===== src/rtl/adder_share_arbiter_pkg.sv =====
// Shared types and constants for the two-requester adder arbiter.
// Holds the FSM state encoding and the completion counter width.
package adder_share_arbiter_pkg;

  typedef enum logic {
    IDLE = 1'b0,
    HOLD = 1'b1
  } state_t;

  localparam int OP_COUNT_W = 16;
  localparam int CLA_W      = 32;

endpackage


===== src/rtl/Carry_look_ahead_adder.sv =====
// 32-bit adder built from eight 4-bit carry-lookahead groups chained by group carry.
// Carry-in is tied low; C is the carry-out of bit 31.
module Carry_look_ahead_adder (
  input  logic [31:0] A,
  input  logic [31:0] B,
  output logic [31:0] S,
  output logic        C
);

  logic [31:0] w_p;
  logic [31:0] w_g;
  logic [8:0]  w_gc;

  assign w_p     = A ^ B;
  assign w_g     = A & B;
  assign w_gc[0] = 1'b0;

  for (genvar k = 0; k < 8; k++) begin : g_grp
    logic [3:0] w_gp;
    logic [3:0] w_gg;
    logic [4:0] w_c;

    assign w_gp   = w_p[4*k +: 4];
    assign w_gg   = w_g[4*k +: 4];
    assign w_c[0] = w_gc[k];
    assign w_c[1] = w_gg[0] | (w_gp[0] & w_c[0]);
    assign w_c[2] = w_gg[1] | (w_gp[1] & w_gg[0]) | (w_gp[1] & w_gp[0] & w_c[0]);
    assign w_c[3] = w_gg[2] | (w_gp[2] & w_gg[1]) | (w_gp[2] & w_gp[1] & w_gg[0])
                  | (w_gp[2] & w_gp[1] & w_gp[0] & w_c[0]);
    assign w_c[4] = w_gg[3] | (w_gp[3] & w_gg[2]) | (w_gp[3] & w_gp[2] & w_gg[1])
                  | (w_gp[3] & w_gp[2] & w_gp[1] & w_gg[0])
                  | (w_gp[3] & w_gp[2] & w_gp[1] & w_gp[0] & w_c[0]);

    assign S[4*k +: 4] = w_gp ^ w_c[3:0];
    assign w_gc[k+1]   = w_c[4];
  end

  assign C = w_gc[8];

endmodule


===== src/rtl/adder_share_arbiter.sv =====
// Two requesters share one carry-lookahead adder through a round-robin arbiter;
// an accepted pair is held as a result until the consumer takes it.
module adder_share_arbiter
  import adder_share_arbiter_pkg::*;
#(
  parameter int WIDTH = 32
) (
  input  logic                  clk,
  input  logic                  rst_n,
  input  logic                  req0_valid,
  output logic                  req0_ready,
  input  logic [WIDTH-1:0]      req0_a,
  input  logic [WIDTH-1:0]      req0_b,
  input  logic                  req1_valid,
  output logic                  req1_ready,
  input  logic [WIDTH-1:0]      req1_a,
  input  logic [WIDTH-1:0]      req1_b,
  output logic                  res_valid,
  input  logic                  res_ready,
  output logic [WIDTH-1:0]      res_sum,
  output logic                  res_carry,
  output logic                  res_ovf,
  output logic                  res_id,
  output logic [OP_COUNT_W-1:0] op_count
);

  state_t                r_state;
  state_t                w_next_state;
  logic                  r_last_grant;
  logic                  r_id;
  logic [WIDTH-1:0]      r_a;
  logic [WIDTH-1:0]      r_b;
  logic [OP_COUNT_W-1:0] r_op_count;

  logic                  w_grant;
  logic                  w_accept;
  logic                  w_hold;
  logic                  w_done;
  logic [CLA_W-1:0]      w_a_ext;
  logic [CLA_W-1:0]      w_b_ext;
  logic [CLA_W-1:0]      w_cla_s;
  logic                  w_cla_c;
  logic [CLA_W:0]        w_full;
  logic [WIDTH-1:0]      w_sum;
  logic                  w_carry;
  logic                  w_ovf;

  // NOTE: sequential state uses non-blocking assignments so every register
  // samples the pre-edge values regardless of process ordering.
  always_ff @(posedge clk or negedge rst_n) begin
    if (!rst_n) r_state <= IDLE;
    else        r_state <= w_next_state;
  end

  // NOTE: every output of this block is given a default first, so no path
  // through the case leaves a signal unassigned and no latch is inferred.
  always_comb begin
    w_next_state = r_state;
    w_grant      = r_last_grant;
    req0_ready   = 1'b0;
    req1_ready   = 1'b0;
    case (r_state)
      IDLE: begin
        if (req0_valid && req1_valid) w_grant = ~r_last_grant;
        else if (req0_valid)          w_grant = 1'b0;
        else if (req1_valid)          w_grant = 1'b1;
        req0_ready = req0_valid && !w_grant;
        req1_ready = req1_valid &&  w_grant;
        if (req0_ready || req1_ready) w_next_state = HOLD;
      end
      HOLD: begin
        if (res_ready) w_next_state = IDLE;
      end
      default: w_next_state = IDLE;
    endcase
  end

  assign w_accept = req0_ready | req1_ready;
  assign w_hold   = (r_state == HOLD);
  assign w_done   = w_hold & res_ready;

  // NOTE: only a few control/operand registers exist here, so all of them are
  // reset; last_grant resets to 1 so requester 0 wins the first contention.
  always_ff @(posedge clk or negedge rst_n) begin
    if (!rst_n) begin
      r_a          <= '0;
      r_b          <= '0;
      r_id         <= 1'b0;
      r_last_grant <= 1'b1;
      r_op_count   <= '0;
    end else begin
      if (w_accept) begin
        r_a          <= w_grant ? req1_a : req0_a;
        r_b          <= w_grant ? req1_b : req0_b;
        r_id         <= w_grant;
        r_last_grant <= w_grant;
      end
      if (w_done) r_op_count <= r_op_count + OP_COUNT_W'(1);
    end
  end

  // Operands narrower than the fixed 32-bit adder are zero-extended; the
  // carry for such widths is then the adder's sum bit just above the MSB.
  always_comb begin
    w_a_ext             = '0;
    w_b_ext             = '0;
    w_a_ext[WIDTH-1:0]  = r_a;
    w_b_ext[WIDTH-1:0]  = r_b;
  end

  Carry_look_ahead_adder u_cla (
    .A (w_a_ext),
    .B (w_b_ext),
    .S (w_cla_s),
    .C (w_cla_c)
  );

  assign w_full  = {w_cla_c, w_cla_s};
  assign w_sum   = w_full[WIDTH-1:0];
  assign w_carry = w_full[WIDTH];
  assign w_ovf   = (r_a[WIDTH-1] == r_b[WIDTH-1]) && (w_sum[WIDTH-1] != r_a[WIDTH-1]);

  assign res_valid = w_hold;
  assign res_sum   = w_hold ? w_sum : '0;
  assign res_carry = w_hold & w_carry;
  assign res_ovf   = w_hold & w_ovf;
  assign res_id    = w_hold & r_id;
  assign op_count  = r_op_count;

endmodule

===== config.mk =====
export PLATFORM = sky130hd
export DESIGN_NAME = adder_share_arbiter
export DESIGN_NICKNAME = d
export VERILOG_FILES = /design/src/rtl/adder_share_arbiter_pkg.sv /design/src/rtl/Carry_look_ahead_adder.sv /design/src/rtl/adder_share_arbiter.sv
export SDC_FILE = /design/constraint.sdc
export NUM_CORES = 1
export LEC_CHECK = 0
export ABC_AREA = 1
export CAP_MARGIN = 20
export CORE_MARGIN = 10
export CORE_UTILIZATION = 46
export DETAILED_ROUTE_END_ITERATION = 8
export PLACE_DENSITY = 0.8
export RECOVER_POWER = 50
export SETUP_SLACK_MARGIN = 0.15
export SLEW_MARGIN = 20
export SYNTH_ARGS = -nofsm -noshare
export SYNTH_HDL_FRONTEND = slang
export SYNTH_SLANG_ARGS = --single-unit

===== constraint.sdc =====
create_clock -name clk -period 4.3 [get_ports clk]
set_input_delay 1.075 -clock clk [delete_from_list [all_inputs] [get_ports clk]]
set_output_delay 1.075 -clock clk [all_outputs]
set_load 0.1 [all_outputs]

## Word-level counts from Yosys, hierarchy flattened

Index checks and enable logic that the tools add are counted.
W data, S select, Z words.

- Register bits: 83
- Input port bits: 133
- Output and inout port bits: 54

- Add/sub/neg operators: 1
- Equal/unequal tests: 2
- Mux-type cells: 13
- Bitwise logic cells: 214
- Reduce and logical (&&, ||, !) cells: 6

Operator list:

| kind | number |
|---|---|
| $and A1 B1 Y1 | 125 |
| $mux W32 | 3 |
| $or A1 B1 Y1 | 77 |
| $and A32 B32 Y32 | 1 |
| $xor A32 B32 Y32 | 1 |
| $xor A4 B4 Y4 | 8 |
| $add A16 B1 Y16 const B | 1 |
| $mux W1 | 9 |
| $logic_and A1 B1 Y1 | 4 |
| $not A1 Y1 | 2 |
| $pmux W1 S2 | 1 |
| $eq A1 B1 Y1 | 1 |
| $logic_not A1 Y1 | 1 |
| $logic_or A1 B1 Y1 | 1 |
| $ne A1 B1 Y1 | 1 |

## Longest topological paths before layout

- Word-level depth: 23
- Gate-level depth with buffers: 22
- Mapped depth without buffers: 22

## Hierarchy

Synthesis repeated with hierarchy kept, for this count alone.

- Cell total of the unflattened synthesis: 926
- Area, all modules: 6288.5 µm²

Modules (own cells, without submodules):

| module | instances | cells each | area an instance (µm²) |
|---|---|---|---|
| adder_share_arbiter | 1 | 750 | 4948.5 |
| Carry_look_ahead_adder | 1 | 176 | 1340.0 |

## Worst setup path after synthesis

Ideal clock, no wire load.

- Path type: reg2out
- Start point: register r_a[3]
- End point: output res_sum[19]
- Arrival: 3.708 ns
- Data required time: 3.225 ns
- Path slack: -0.483 ns
- Cell stages (with the launch flop): 16
- Buffers on the path: 0
- Path through: dfrtp_1 > ha_1 > or2_0 > nand2_1 > nand2_2 > nand2_2 > nand2_4 > nand2_4 > nand2_4 > nand2_4 > nand2_4 > nand3_1 > nand2_1 > nand2_1 > a21oi_1 > nor3_1

- Longest elaborated chain between the ends: 15

Ends and longest elaborated chain:

| what | RTL line | RTL |
|---|---|---|
| from (decl) | adder_share_arbiter.sv:31 | `logic [WIDTH-1:0] r_a;` |
| from (signal assigned) | adder_share_arbiter.sv:93 | `r_a <= w_grant ? req1_a : req0_a;` |
| $xor A32 B32 Y32 | Carry_look_ahead_adder.sv:14 | `assign w_p = A ^ B;` |
| $and A1 B1 Y1, on equally long branches | Carry_look_ahead_adder.sv:30, Carry_look_ahead_adder.sv:31 |  |
| $or A1 B1 Y1, or another cell as far along | Carry_look_ahead_adder.sv:30 | `assign w_c[4] = w_gg[3] \| (w_gp[3] & w_gg[2]) \| (w_gp[3] & w_gp[2] & w_gg[1])` |
| $or A1 B1 Y1 or $and A1 B1 Y1 (tied branches) | Carry_look_ahead_adder.sv:30, Carry_look_ahead_adder.sv:31 |  |
| $or A1 B1 Y1 * | Carry_look_ahead_adder.sv:31 | `\| (w_gp[3] & w_gp[2] & w_gp[1] & w_gg[0])` |
| $and A1 B1 Y1 * | Carry_look_ahead_adder.sv:32 | `\| (w_gp[3] & w_gp[2] & w_gp[1] & w_gp[0] & w_c[0]);` |
| $or A1 B1 Y1 * | Carry_look_ahead_adder.sv:32 |  |
| $and A1 B1 Y1 * | Carry_look_ahead_adder.sv:32 |  |
| $or A1 B1 Y1 * | Carry_look_ahead_adder.sv:32 |  |
| $and A1 B1 Y1 * | Carry_look_ahead_adder.sv:32 |  |
| $or A1 B1 Y1 * | Carry_look_ahead_adder.sv:32 |  |
| $and A1 B1 Y1 * | Carry_look_ahead_adder.sv:29 | `\| (w_gp[2] & w_gp[1] & w_gp[0] & w_c[0]);` |
| $or A1 B1 Y1 * | Carry_look_ahead_adder.sv:29 |  |
| $xor A4 B4 Y4 * | Carry_look_ahead_adder.sv:34 | `assign S[4*k +: 4] = w_gp ^ w_c[3:0];` |
| $mux W32 * | adder_share_arbiter.sv:124 | `assign res_sum = w_hold ? w_sum : '0;` |
| to (decl) | adder_share_arbiter.sv:20 | `output logic [WIDTH-1:0] res_sum,` |

Mark *: on every way between the ends. The rest lies on a longest branch, timed or not.

## Final worst setup path

- Start point: register r_b[3]
- End point: output res_sum[28]

- Longest elaborated chain between the ends: 19

Ends and longest elaborated chain:

| what | RTL line | RTL |
|---|---|---|
| from (decl) | adder_share_arbiter.sv:32 | `logic [WIDTH-1:0] r_b;` |
| from (signal assigned) | adder_share_arbiter.sv:94 | `r_b <= w_grant ? req1_b : req0_b;` |
| $xor A32 B32 Y32 | Carry_look_ahead_adder.sv:14 |  |
| $and A1 B1 Y1, on equally long branches | Carry_look_ahead_adder.sv:30, Carry_look_ahead_adder.sv:31 |  |
| $or A1 B1 Y1, or another cell as far along | Carry_look_ahead_adder.sv:30 |  |
| $or A1 B1 Y1 or $and A1 B1 Y1 (tied branches) | Carry_look_ahead_adder.sv:30, Carry_look_ahead_adder.sv:31 |  |
| $or A1 B1 Y1 * | Carry_look_ahead_adder.sv:31 |  |
| $and A1 B1 Y1 * | Carry_look_ahead_adder.sv:32 |  |
| $or A1 B1 Y1 * | Carry_look_ahead_adder.sv:32 |  |
| $and A1 B1 Y1 * | Carry_look_ahead_adder.sv:32 |  |
| (+3 left out) | - |  |
| $and A1 B1 Y1 * | Carry_look_ahead_adder.sv:32 |  |
| $or A1 B1 Y1 * | Carry_look_ahead_adder.sv:32 |  |
| $and A1 B1 Y1 * | Carry_look_ahead_adder.sv:32 |  |
| $or A1 B1 Y1 * | Carry_look_ahead_adder.sv:32 |  |
| $and A1 B1 Y1 * | Carry_look_ahead_adder.sv:32 |  |
| $or A1 B1 Y1 * | Carry_look_ahead_adder.sv:32 |  |
| $xor A4 B4 Y4 * | Carry_look_ahead_adder.sv:34 |  |
| $mux W32 * | adder_share_arbiter.sv:124 |  |

Marked as above.

==> impl_metrics.sql <==
INSERT INTO impl_metrics (metric_group, metric, value, unit) VALUES
('outcome', 'result_of_the_run', 'complete, but fails checks', ''),
('outcome', 'failing_checks', 'capacitance limit, slew limit', ''),
('die', 'start_util', '47.6', '%'),
('layout', 'final_layout_size_suffix_gt1_share', '13.1', '%'),
('logic_synthesis', 'ys_dominant_reg_cell', 'dfrtp_1', ''),
('setup_path', 'timing.critical_path.mode_cell', 'nand2_4', ''),
('die', 'die-height', '127', 'um'),
('logic_synthesis', 'synthesis.yosys.warnings', '0', ''),
('setup_path', 'crit_path_max_incr_delay', '530', 'ps'),
('layout', 'layout-area-overhead-vs-synth', '49.5', '%'),
('logic_synthesis', 'synth_enable_flop_cells', '0', ''),
('drt', 'antenna_violating_nets_post_route', '0', ''),
('setup_path', 'critical_path.n_buffers_inverters', '2', ''),
('grt', 'grt_overflow', '0', ''),
('logic_synthesis', 'synthesized_area_divided_by_synthesized_cell_count', '7.79', 'sq um'),
('setup_path', 'slowest_stage', 'fa_2', ''),
('die', 'fp.dieArea', '16100', 'sq um'),
('layout', 'end_of_flow_core_utilization', '71.2', '%'),
('sta', 'relSlewSlack', '-38.2', '%'),
('layout', 'commonest_non_fill_non_tap_cells_in_the_layout', 'clkdlybuf4s50_1, nand2_1, a21oi_1, nor2_1, dfrtp_1', ''),
('clock_tree', 'path_clk_slew', '60', 'ps'),
('sta', 'slew_at_the_pin_closest_to_its_max_slew_limit', '2070', 'ps'),
('layout', 'multiInputGateArea', '2950', 'sq um'),
('place', 'dp_slack', '421', 'ps'),
('layout', 'final_common_cell', 'clkdlybuf4s50_1', ''),
('grt', 'grt_pass1_wl', '27700', 'um'),
('sta', 'timing.final.setup_violations', '0', ''),
('drt', 'detail_route.iter0.violations', '235', ''),
('clock_tree', 'clock_tree.buffer_depth', '2', ''),
('logic_synthesis', 'postSynthCellCount', '674', ''),
('clock_tree', 'clock_sink_count', '83', ''),
('clock_tree', 'cts-root-buf', 'clkbuf_16', ''),
('layout', 'nNetsFinal', '1030', ''),
('logic_synthesis', 'synth_nets', '848', ''),
('drt', 'wl_per_cell', '17.1', 'um'),
('die', 'die_w', '127', 'um'),
('sta', 'slew_viol_final', '84', ''),
('logic_synthesis', 'synth.mux.area_fraction', '0', '%'),
('sta', 'finalSetupTns', '0', 'ps'),
('logic_synthesis', 'dominant_combinational_cell_family_by_area_after_synthesis', 'simple AND/OR/NAND/NOR gates', ''),
('sta', 'timing.final.ws_setup', '259', 'ps'),
('drt', 'first_pass_iters', '5', ''),
('run', 'drv.max_cap_violation_count', '1', ''),
('die', 'boundaryPins', '187', ''),
('logic_synthesis', 'cell_type_contributing_the_most_total_cell_area_after_synthesis', 'dfrtp_1', ''),
('setup_path', 'crit_required', '3220', 'ps'),
('clock_tree', 'worstSkewPairLatency', '350', 'ps'),
('logic_synthesis', 'arithmetic_cell_share_of_the_synthesized_area_counting_full_adders_half_adders_and_majority_gates', '10.9', '%'),
('logic_synthesis', 'fraction_of_the_mapped_netlist_area_in_compound_gates', '17.7', '%'),
('grt', 'maximum_number_of_pins_on_one_net_before_global_route_repair', '84', ''),
('grt', 'antenna_violations_before_repair', '1', ''),
('grt', 'grt_resource_usage_total', '21.0', '%'),
('sta', 'period_needed', '4040', 'ps'),
('setup_path', 'crit_chain', 'ha_4 -> or2_0 -> nand2_1 -> nand2_2 -> nand2_2 -> nand2_4 -> nand2_4 -> nand2_4 -> nand2_4 -> nand2_4 -> nand2_4 -> nand2_4 -> nand2_4 -> nand2_4 -> nand2_4 -> nand2_4 -> fa_2 -> nand2_2 -> inv_2 -> buf_12', ''),
('layout', 'ff_latch_area', '2080', 'sq um'),
('logic_synthesis', 'ys_types', '34', ''),
('clock_tree', 'tritoncts', 'yes', ''),
('clock_tree', 'cts_made_buffers', '9', ''),
('clock_tree', 'htree_num_levels', '3', ''),
('logic_synthesis', 'seq_area_frac_synth', '39.6', '%'),
('logic_synthesis', 'netlist_area', '5250', 'sq um'),
('sta', 'fin_skew', '7.37', 'ps'),
('worst_hold_path', 'hold_class', 'reg2reg', ''),
('layout', 'filler_cell_count', '847', ''),
('sta', 'clock.fmax', '247', 'MHz'),
('sta', 'timing_hold_violations_final', '0', ''),
('drt', 'post_drt_via_cell_ratio', '5.36', ''),
('drt', 'drc', '0', ''),
('drt', 'vias', '5371', ''),
('setup_path', 'setup.worst_path.class', 'reg2out', ''),
('place', 'gp_congestion', '0.875', '');
-- final timing paths --
path	from	slack, ps	end	depth (start not counted)
max reg2reg	res_valid$_DFF_PN0_	1460	r_b[25]$_DFFE_PN0P_	7
max in group asynchronous	rst_n	1740	r_a[27]$_DFFE_PN0P_	1
min	r_id$_DFFE_PN0P_	470	r_id$_DFFE_PN0P_	2
max	r_b[3]$_DFFE_PN0P_	260	res_sum[28]	20
min in group asynchronous	rst_n	1310	r_b[19]$_DFFE_PN0P_	1
min reg2reg	r_id$_DFFE_PN0P_	470	r_id$_DFFE_PN0P_	2
-- sequential cells by signal (all words and copies together), names as in the netlist --
signal and count:
r_last_grant 1, r_a 32, r_b 32, r_id 1, op_count 16, res_valid 1
-- worst register-to-register path, stage by stage, from the launching register on --
cell,delay [ps]
dfrtp_1,750
nor2_1,160
nand2_1,120
inv_1,100
nor2_1,180
clkbuf_2,1050
a21oi_1,160
a21oi_1,220
-- cell families after synthesis --
group	Yosys count
fa+ha+maj	41
simple gates	268
buf+inv	82
compound gates	183
xor+xnor	17
flops	83
-- stage by stage --
| step | hold slack (ps) | std cells |
|---|---|---|
| 3_3_place_gp | 454 | 975 |
| 6_report | 472 | 1002 |
| 4_1_cts | 474 | 991 |
| 5_1_grt | 494 | 1002 |
| 3_5_place_dp | 459 | 975 |
| 2_1_floorplan | 442 | 674 |
-- synth_stat cells, drive strengths merged (2+ instances only) --
library cell and n:
nand4 3, nor4 2, nor2 95, inv 52, a21oi 112, nand3b 2
o21ai 67, fa 8, clkbuf 20, and3 2, buf 10, dfrtp 82
nor3 7, ha 33, nand3 22, xnor2 9, xor2 8, or2 2
nand2 133
-- layout make-up --
| cell class | instances | area share [%] |
|---|---|---|
| multi-input cells | 509 | 37.5 |
| repair buffers | 201 | 27.1 |
| flip-flops and latches | 83 | 26.5 |
| clock buffers | 9 | 2.87 |
| inverters | 52 | 2.49 |
| well taps | 140 | 2.23 |
| clock inverters | 7 | 1.27 |
| diodes | 1 | 0.0319 |
-- layer usage --
layer  vias to the layer above  global-route usage (%)  wire length (um)
met5                         -                       0                 0
met4                         0                    8.98               383
li1                       2587                       -                 -
met1                      2559                    23.7              7060
met3                        27                    6.16              1310
met2                       198                    36.0              8420
-- repair_timing --
action	CTS	global route
setup endpoints to repair	2	4
pin swaps	1	5
hold buffers	0	0
endpoints found under the hold margin	0	0
setup buffers	0	9
gates resized for setup	3	7
Power is not shown: default switching activity piles up to over one toggle a cycle in this logic, so the estimate is an artifact.
